[src/rtl/text_ram_pkg.sv]
// Shared widths, grant encoding and RAM command payload for the text RAM arbiter.
// Also holds the clear-sequencer state type.
package text_ram_pkg;

  localparam int unsigned ADDR_W = 10;
  localparam int unsigned DATA_W = 8;
  localparam int unsigned DEPTH  = 1 << ADDR_W;

  typedef logic [ADDR_W-1:0] addr_t;
  typedef logic [DATA_W-1:0] data_t;

  typedef enum logic [1:0] {
    GNT_NONE,
    GNT_DISP,
    GNT_CLR,
    GNT_HOST
  } gnt_e;

  typedef enum logic [1:0] {
    CLR_IDLE,
    CLR_FILL,
    CLR_DONE
  } clr_state_e;

  // One RAM cycle as driven by whichever requester holds the grant.
  typedef struct packed {
    logic  we;
    addr_t addr;
    data_t din;
  } ram_cmd_t;

endpackage

[src/rtl/text_ram_arbiter_if.sv]
// Host read/write port of the text RAM arbiter.
// The host holds host_req until it sees the one-cycle host_ack.
interface text_ram_arbiter_if;
  import text_ram_pkg::*;

  logic  host_req;
  logic  host_we;
  addr_t host_addr;
  data_t host_wdata;
  logic  host_ack;
  data_t host_rdata;

  modport master (
    output host_req, host_we, host_addr, host_wdata,
    input  host_ack, host_rdata
  );

  modport slave (
    input  host_req, host_we, host_addr, host_wdata,
    output host_ack, host_rdata
  );

endinterface

[src/rtl/text_ram_arbiter_clear_sequencer.sv]
// Screen-clear sequencer: writes a latched byte to every RAM address in order,
// holding its position on cycles where it does not own the RAM.
module clear_sequencer
  import text_ram_pkg::*;
(
  input  logic  clk,
  input  logic  reset,
  input  logic  start,
  input  data_t value,
  input  logic  stall,
  output logic  busy,
  output logic  done,
  output logic  start_ok_c,
  output addr_t fill_addr,
  output data_t fill_data
);

  clr_state_e state_q, state_d;
  addr_t      cnt_q, cnt_d;
  data_t      val_q, val_d;

  always_ff @(posedge clk or negedge reset) begin
    if (!reset) begin
      state_q <= CLR_IDLE;
      cnt_q   <= '0;
      val_q   <= '0;
    end else begin
      state_q <= state_d;
      cnt_q   <= cnt_d;
      val_q   <= val_d;
    end
  end

  // A start while filling is dropped: no restart and no relatch of the value.
  always_comb begin
    state_d    = state_q;
    cnt_d      = cnt_q;
    val_d      = val_q;
    start_ok_c = 1'b0;
    case (state_q)
      CLR_IDLE, CLR_DONE: begin
        state_d = CLR_IDLE;
        if (start) begin
          start_ok_c = 1'b1;
          state_d    = CLR_FILL;
          cnt_d      = '0;
          val_d      = value;
        end
      end
      CLR_FILL: begin
        if (!stall) begin
          cnt_d = cnt_q + ADDR_W'(1);
          if (cnt_q == ADDR_W'(DEPTH - 1)) begin
            state_d = CLR_DONE;
          end
        end
      end
      default: state_d = CLR_IDLE;
    endcase
  end

  assign busy      = (state_q == CLR_FILL);
  assign done      = (state_q == CLR_DONE);
  assign fill_addr = cnt_q;
  assign fill_data = val_q;

endmodule

[src/rtl/text_ram_arbiter.sv]
// Fixed-priority arbiter for the single-port text RAM: display fetch, then
// screen clear, then host. Display fetches are never delayed.
module text_ram_arbiter
  import text_ram_pkg::*;
(
  input  logic  clk,
  input  logic  reset,

  input  logic  disp_req,
  input  addr_t disp_addr,
  output data_t disp_data,
  output logic  disp_valid,

  text_ram_arbiter_if.slave host,

  input  logic  clr_start,
  input  data_t clr_value,
  output logic  clr_busy,
  output logic  clr_done,

  output addr_t ram_addr,
  output data_t ram_din,
  output logic  ram_we,
  input  data_t ram_dout
);

  gnt_e     gnt_c;
  ram_cmd_t cmd_c;
  logic     host_ok_c;
  logic     clr_start_ok_c;
  addr_t    fill_addr;
  data_t    fill_data;
  logic     disp_valid_q;
  logic     host_ack_q;

  clear_sequencer u_clear_sequencer (
    .clk        (clk),
    .reset      (reset),
    .start      (clr_start),
    .value      (clr_value),
    .stall      (gnt_c != GNT_CLR),
    .busy       (clr_busy),
    .done       (clr_done),
    .start_ok_c (clr_start_ok_c),
    .fill_addr  (fill_addr),
    .fill_data  (fill_data)
  );

  // The host stays out during a fill, its done cycle, the cycle a fill is
  // accepted, and its own ack cycle so a held request cannot issue twice.
  assign host_ok_c = host.host_req && !host_ack_q && !clr_busy && !clr_done
                     && !clr_start_ok_c;

  always_comb begin
    gnt_c = GNT_NONE;
    if (disp_req) begin
      gnt_c = GNT_DISP;
    end else if (clr_busy) begin
      gnt_c = GNT_CLR;
    end else if (host_ok_c) begin
      gnt_c = GNT_HOST;
    end
  end

  always_comb begin
    cmd_c = '{we: 1'b0, addr: disp_addr, din: host.host_wdata};
    case (gnt_c)
      GNT_CLR:  cmd_c = '{we: 1'b1, addr: fill_addr, din: fill_data};
      GNT_HOST: cmd_c = '{we: host.host_we, addr: host.host_addr, din: host.host_wdata};
      default:  cmd_c = '{we: 1'b0, addr: disp_addr, din: host.host_wdata};
    endcase
  end

  // Write enable is forced low while reset is held.
  assign ram_addr = cmd_c.addr;
  assign ram_din  = cmd_c.din;
  assign ram_we   = cmd_c.we && reset;

  always_ff @(posedge clk or negedge reset) begin
    if (!reset) begin
      disp_valid_q <= 1'b0;
      host_ack_q   <= 1'b0;
    end else begin
      disp_valid_q <= (gnt_c == GNT_DISP);
      host_ack_q   <= (gnt_c == GNT_HOST);
    end
  end

  assign disp_valid      = disp_valid_q;
  assign disp_data       = ram_dout;
  assign host.host_ack   = host_ack_q;
  assign host.host_rdata = ram_dout;

endmodule

[src/flat_wrapper.sv]
// flat-port wrapper written by rule: the top's interface ports become plain ports
module text_ram_arbiter_flat import text_ram_pkg::*;
  (clk, reset, disp_req, disp_addr, disp_data, disp_valid, clr_start, clr_value, clr_busy, clr_done, ram_addr, ram_din, ram_we, ram_dout, host_host_req, host_host_we, host_host_addr, host_host_wdata, host_host_ack, host_host_rdata);
  text_ram_arbiter_if host_i ();
  input  logic clk;
  input  logic reset;
  input  logic disp_req;
  input  addr_t disp_addr;
  output data_t disp_data;
  output logic disp_valid;
  input  logic clr_start;
  input  data_t clr_value;
  output logic clr_busy;
  output logic clr_done;
  output addr_t ram_addr;
  output data_t ram_din;
  output logic ram_we;
  input  data_t ram_dout;
  input wire logic [$bits(host_i.host_req)-1:0] host_host_req;
  input wire logic [$bits(host_i.host_we)-1:0] host_host_we;
  input wire logic [$bits(host_i.host_addr)-1:0] host_host_addr;
  input wire logic [$bits(host_i.host_wdata)-1:0] host_host_wdata;
  output wire logic [$bits(host_i.host_ack)-1:0] host_host_ack;
  output wire logic [$bits(host_i.host_rdata)-1:0] host_host_rdata;
  assign host_i.host_req = host_host_req;
  assign host_i.host_we = host_host_we;
  assign host_i.host_addr = host_host_addr;
  assign host_i.host_wdata = host_host_wdata;
  assign host_host_ack = host_i.host_ack;
  assign host_host_rdata = host_i.host_rdata;
  text_ram_arbiter u_core (.clk(clk), .reset(reset), .disp_req(disp_req), .disp_addr(disp_addr), .disp_data(disp_data), .disp_valid(disp_valid), .host(host_i), .clr_start(clr_start), .clr_value(clr_value), .clr_busy(clr_busy), .clr_done(clr_done), .ram_addr(ram_addr), .ram_din(ram_din), .ram_we(ram_we), .ram_dout(ram_dout));
endmodule
[config.mk]
export PLATFORM = sky130hd
export DESIGN_NAME = text_ram_arbiter_flat
export DESIGN_NICKNAME = d
export VERILOG_FILES = /design/src/rtl/text_ram_pkg.sv /design/src/rtl/text_ram_arbiter_if.sv /design/src/rtl/text_ram_arbiter_clear_sequencer.sv /design/src/rtl/text_ram_arbiter.sv /design/src/flat_wrapper.sv
export SDC_FILE = /design/constraint.sdc
export NUM_CORES = 1
export LEC_CHECK = 0
export CORE_UTILIZATION = 39
export CTS_CLUSTER_SIZE = 16
export DETAILED_ROUTE_END_ITERATION = 10
export GPL_ROUTABILITY_DRIVEN = 0
export PLACE_DENSITY = 0.87
export REMOVE_ABC_BUFFERS = 1
export SETUP_SLACK_MARGIN = 0.3
export SLEW_MARGIN = 20
export SYNTH_ARGS = -nofsm -noshare
export SYNTH_HDL_FRONTEND = slang
export SYNTH_SLANG_ARGS = --single-unit
[constraint.sdc]
create_clock -name clk -period 2.62 [get_ports clk]
set_input_delay 0.393 -clock clk [delete_from_list [all_inputs] [get_ports clk]]
set_output_delay 0.393 -clock clk [all_outputs]
set_load 0.005 [all_outputs]
==> Yosys cells after proc, flatten, opt, wreduce, memory -nomap -nowiden <==
Cells that the tools add are included.
W data, S select, Z words.
{ "word_totals": {"reg_bits": 22, "in_bits": 50, "out_inout_bits": 39, "word_cells": 44} }
{ "classes": {"addsub": 1, "eq_ne": 10, "n_mux": 13, "reduce_logical": 15} }
{ "op_table": {"columns": ["operator", "count"], "rows": [
  ["$pmux W19 S2", 1],
  ["$mux W10", 2],
  ["$pmux W10 S2", 1],
  ["$add A10 B1 Y10 const B", 1],
  ["$eq A10 B10 Y1 const B", 1],
  ["$mux W2", 5],
  ["$ne A2 B2 Y1 const B", 4],
  ["$eq A2 B2 Y1 const B", 3],
  ["$logic_and A1 B1 Y1", 5],
  ["$eq A2 B1 Y1 const B", 2],
  ["$logic_not A1 Y1", 4],
  ["$pmux W2 S2", 1],
  ["$reduce_and A2 Y1", 2],
  ["$mux W1", 3],
  ["$reduce_and A3 Y1", 1],
  ["$logic_not A2 Y1", 1],
  ["$reduce_bool A2 Y1", 1],
  ["$reduce_or A2 Y1", 1]
]} }

==> Logic depth before layout (Yosys ltp) <==
{ "depth": {"word_depth": 11, "mapped_depth": 5, "ltp_nobuf": 5} }

==> By module <==
From an unflattened synthesis, not the netlist that was laid out.
{ "hier_totals": {"cells_unflattened": 155, "area_unflattened_um2": 1435.1} }
{ "modules_own_cells": {"columns": ["mod", "instances", "cells_per_inst", "area_each_um2", "seq_area_each_um2"], "rows": [
  ["clear_sequencer", 1, 97, 913.4, 500.5],
  ["text_ram_arbiter", 1, 58, 521.8, 50.0]
]} }

==> Worst setup path after synthesis <==
Ideal clock, no wire load.
{ "synth_timing": {"path_kind": "reg2out", "from": "register u_core.host_ack_q (netlist: u_core.host.host_ack)", "to": "output port ram_addr[0]", "arrival_ns": 1.232, "t_required_ns": 2.227, "path_slack_ns": 0.995, "stages_incl_launch_ff": 6, "n_path_buf": 1, "cell_sequence": "dfrtp_1 > nand2b_1 > nor4_1 > a31oi_1 > buf_2 > a221o_1"} }
{ "synth_via": {"elab_chain_cells": 10, "elab_cells_between_ends": 11, "classes_between": "2 x eq/ne; 4 x mux; 5 x reduce/logical"} }
{ "synth_lines": {"columns": ["item", "line_no", "rtl"], "rows": [
  ["start: declaration", "text_ram_arbiter.sv:34", "logic host_ack_q;"],
  ["start signal: assignment", "text_ram_arbiter.sv:85", "host_ack_q <= (gnt_c == GNT_HOST);"],
  ["$logic_not A1 Y1 *", "text_ram_arbiter.sv:51", "assign host_ok_c = host.host_req && !host_ack_q && !clr_busy && !clr_done"],
  ["$logic_and A1 B1 Y1 * (3 in series)", "text_ram_arbiter.sv:51", null],
  ["$logic_and A1 B1 Y1 *", "text_ram_arbiter.sv:52", "&& !clr_start_ok_c;"],
  ["$mux W2 *", "text_ram_arbiter.sv:60", "end else if (host_ok_c) begin"],
  ["$mux W2 *", "text_ram_arbiter.sv:58", "end else if (clr_busy) begin"],
  ["$mux W2 *", "text_ram_arbiter.sv:56", "if (disp_req) begin"],
  ["$eq A2 B2 Y1", "text_ram_arbiter.sv:67", "case (gnt_c)"],
  ["$pmux W19 S2 *", "text_ram_arbiter.sv:67", null],
  ["end: declaration", "flat_wrapper.sv:15", "output addr_t ram_addr;"]
]} }
Mark *: on every way between the ends. The rest lies on a longest branch, timed or not.

==> Final worst setup path <==
{ "layout_timing": {"from": "input port clr_start", "to": "output port ram_addr[4]"} }
{ "layout_via": {"elab_chain_cells": 9, "elab_cells_between_ends": 10, "classes_between": "2 x eq/ne; 6 x mux; 2 x reduce/logical"} }
{ "layout_lines": {"columns": ["item", "line_no", "rtl"], "rows": [
  ["start: declaration", "flat_wrapper.sv:11", "input logic clr_start;"],
  ["$mux W1 *", "text_ram_arbiter_clear_sequencer.sv:43", "if (start) begin"],
  ["$mux W1 *", "text_ram_arbiter_clear_sequencer.sv:40", "case (state_q)"],
  ["$logic_not A1 Y1 *", "text_ram_arbiter.sv:52", null],
  ["$logic_and A1 B1 Y1 *", "text_ram_arbiter.sv:52", null],
  ["$mux W2 *", "text_ram_arbiter.sv:60", null],
  ["$mux W2 *", "text_ram_arbiter.sv:58", null],
  ["$mux W2 *", "text_ram_arbiter.sv:56", null],
  ["$eq A2 B2 Y1", "text_ram_arbiter.sv:67", null],
  ["$pmux W19 S2 *", "text_ram_arbiter.sv:67", null]
]} }
Marks and branches as above.

==> impl_metrics.csv <==
group,metric,value,unit
run_status,run_status,"finished, final reports clean",
drt,wl_per_cell,15.4,microns
timing,slew_viol_final,0,
critical_path,path_max_fanout,5,
timing,timing.fmax,400,MHz
global_route,grtUsageTotal,20.7,%
timing,setup_viol,0,
timing,timing.slew.headroom,61.9,%
final_layout,fin_area,2280,sq um
cts,cts_tree,"yes",
min_path,hold_path_class,"in2reg",
die,dieArea,3850,sq um
placed_design,io_buffers,64,
timing,rsz0062_at_grt,"yes",
pwr,switching_share,30.7,%
drt,viasPerCell,5.06,
placed_design,dp_hpwl,2400,microns
final_layout,stdcell_count,265,
final_layout,final_util,67.2,%
die,ios,89,
critical_path,crit_type,"in2out",
timing,finalSetupTns,0,ns
global_route,grt_max_degree,23,
placed_design,dp.cells,248,
drt,drt_wl_total,4090,microns
synth,synth_seq_cells,22,
die,rows,21,
die,core,3390,sq um
drt,num_vias,1342,
critical_path,cp.required,2.23,ns
synth,synthesis.area,1410,sq um
cts,clk_latency,0.31,ns
timing,fin_crit,2.50,ns
pwr,p_clk_share,16.7,%
drt,dr.pass1.iters,4,
final_layout,antennaDiodeCount,0,
cts,clock-sinks,22,
synth,synth_warnings,0,
cts,cts_root_buffer,"clkbuf_4",
pwr,finalPower,1.13,mW
critical_path,crit_path_end_kind,"output pin",
global_route,antenna_found_initial,0,
pwr,p_comb_share,39.9,%
die,die_h,62.0,microns
synth,synth_top_area_share,39.2,%
pwr,powerDensity,495,nW/um^2
synth,synth_area_leader_cell,"dfrtp_1",
global_route,grt-ovfl-total,0,
pwr,pwr-share-seq,43.4,%
pwr,p_switching,0.345,mW
cts,cts_made_buffers,3,
critical_path,arrival,2.10,ns
timing,fin_crit_sh,95.3,%
die,start_util,41.5,%
drt,detail-route-antenna-nets,0,
cts,path_clk_slew,0.12,ns
global_route,grt_pass1_vias,1209,
run,drv_cap,0,
timing,fin_skew,0.00496,ns
synth,syn_area_per_cell,9.07,sq um
placed_design,dpl_cell_area,2000,sq um
pwr,leakage,1.09,nW
pwr,internal_power,0.781,mW
synth,syn_inst,155,
final_layout,area_delta_synth_final,62.2,%
drt,drt_iter0_markers,39,
die,dieWidth,62.0,microns
drt,drc_errors,0,
cts,clockBufferDepth,2,
final_layout,nets,271,
final_layout,drive_gt1_share,20.5,%
cts,htree_num_levels,1,
synth,yosys-top-cells-area,"dfrtp_1 (39%), buf_4 (9.1%), nand2_1 (8.5%)",
pwr,peakVddDrop,0.290,mV
global_route,grt_pass1_wl,5640,microns
timing,worstMarginPinSlew,0.572,ns
timing,finalHoldViolations,0,
critical_path,crit_path_start_kind,"input port",
synth,ys_seq_area_share,39.2,%
synth,synth_cell_types,28,
==> power by group through the flow <==
| stage | clock [mW] | combinational [mW] | sequential, mW |
|---|---|---|---|
| after floorplan | 0 | 0.192 | 0.472 |
| after global placement | 0 | 0.395 | 0.490 |
| after detailed placement | 0 | 0.412 | 0.489 |
| after CTS | 0.192 | 0.438 | 0.486 |
| after global routing | 0.212 | 0.497 | 0.502 |
| final | 0.188 | 0.449 | 0.489 |
==> Yosys cell counts, drive strengths merged <==
cell type,number
buf,22
a221o,10
dfrtp,22
xor2,2
ha,1
o41ai,1
clkbuf,3
mux2,8
nand4,6
inv,3
nor2b,2
nor3b,1
nand4bb,1
nand2b,2
o21ai,4
mux2i,1
nor3,6
and2b,1
or3,2
xnor2,4
a21oi,3
nor4,1
a31oi,1
nand2,32
nor2,7
and2,9
==> critical path, stage by stage <==
cell	delay (ns)
dlygate4sd2_1	0.28
buf_4	0.15
nor3_2	0.20
a21oi_2	0.07
nor3_4	0.21
buf_6	0.17
a221o_1	0.15
clkdlybuf4s50_1	0.49
==> routing by layer <==
| layer | GRT usage (%) | vias up | wire, microns |
|---|---|---|---|
| met5 | 0 | - | 0 |
| met3 | 7.04 | 2 | 324 |
| met4 | 4.76 | 0 | 21 |
| li1 | - | 652 | - |
| met2 | 35.0 | 73 | 2060 |
| met1 | 25.5 | 615 | 1680 |
==> cell families after synthesis <==
logic type      Yosys count  share of synthesized area, %
mux                       9                          7.12
simple gates             70                          25.0
buf+inv                  28                          13.4
compound gates           19                          10.7
xor+xnor                  6                          3.74
fa+ha+maj                 1                         0.890
flops                    22                          39.2
==> per-stage QoR <==
step	setup WS (ns)	hold WS, ns
CTS	0.0723	0.412
global route	0.00458	0.244
finish	0.122	0.262
global placement	-0.238	0.462
floorplan	0.662	0.0974
detailed placement	-0.303	0.459
==> sequential cells by signal (all words and copies together), names as in the netlist <==
register / cells
u_core.disp_valid: 1
u_core.host.host_ack: 1
u_core.u_clear_sequencer.fill_addr: 10
u_core.u_clear_sequencer.fill_data: 8
u_core.u_clear_sequencer.state_q: 2
==> path summary, 6_finish.rpt <==
kind / startpoint / to / slack, ns / cells past startpoint
hold reg to reg: u_core.u_clear_sequencer.fill_data[7]$_DFFE_PN0P_ / u_core.u_clear_sequencer.fill_data[7]$_DFFE_PN0P_ / 0.49 / 2
max in group asynchronous: reset / u_core.u_clear_sequencer.state_q[0]$_DFFE_PN0P_ / 1.93 / 2
hold / removal: disp_req / u_core.disp_valid$_DFF_PN0_ / 0.26 / 1
setup reg to reg: u_core.u_clear_sequencer.state_q[1]$_DFFE_PN0P_ / u_core.u_clear_sequencer.fill_addr[9]$_DFFE_PN0P_ / 0.90 / 6
min in group asynchronous: reset / u_core.u_clear_sequencer.fill_addr[7]$_DFFE_PN0P_ / 0.46 / 2
setup / recovery: clr_start / ram_addr[4] / 0.12 / 8
==> cells in the final DEF, fill, tap and decap left out, types with 2 or more instances in the layout <==
master,n
a221o_1,10
dlymetal6s2s_1,10
buf_4,11
mux2_2,7
a21oi_1,2
xor2_1,2
and2_1,9
xnor2_1,4
clkdlybuf4s50_1,48
clkbuf_2,2
dfrtp_2,2
or3_1,2
nor2_1,7
buf_6,7
dfrtp_1,20
o21ai_0,4
inv_1,3
buf_16,2
nor3_1,4
nor2b_1,2
dlygate4sd2_1,2
clkbuf_4,3
nand4_1,6
nand2_1,32
==> cell type report <==
type                            instances  area, sq um
Clock buffer                            4         36.3
Fill cell                             253         1110
Inverter                                3         11.3
Multi-Input combinational cell        106          741
Sequential cell                        22          553
Tap cell                               46         57.6
Timing Repair Buffer                   84          880
==> timing repair <==
action,4_1_cts,5_1_grt
resized for setup,22,24
gates cloned,3,1
endpoints found under the setup margin,19,18
pin swaps,2,1
hold buffers,0,0
buffers inserted,5,4
Power figures use the tool's default switching activity.
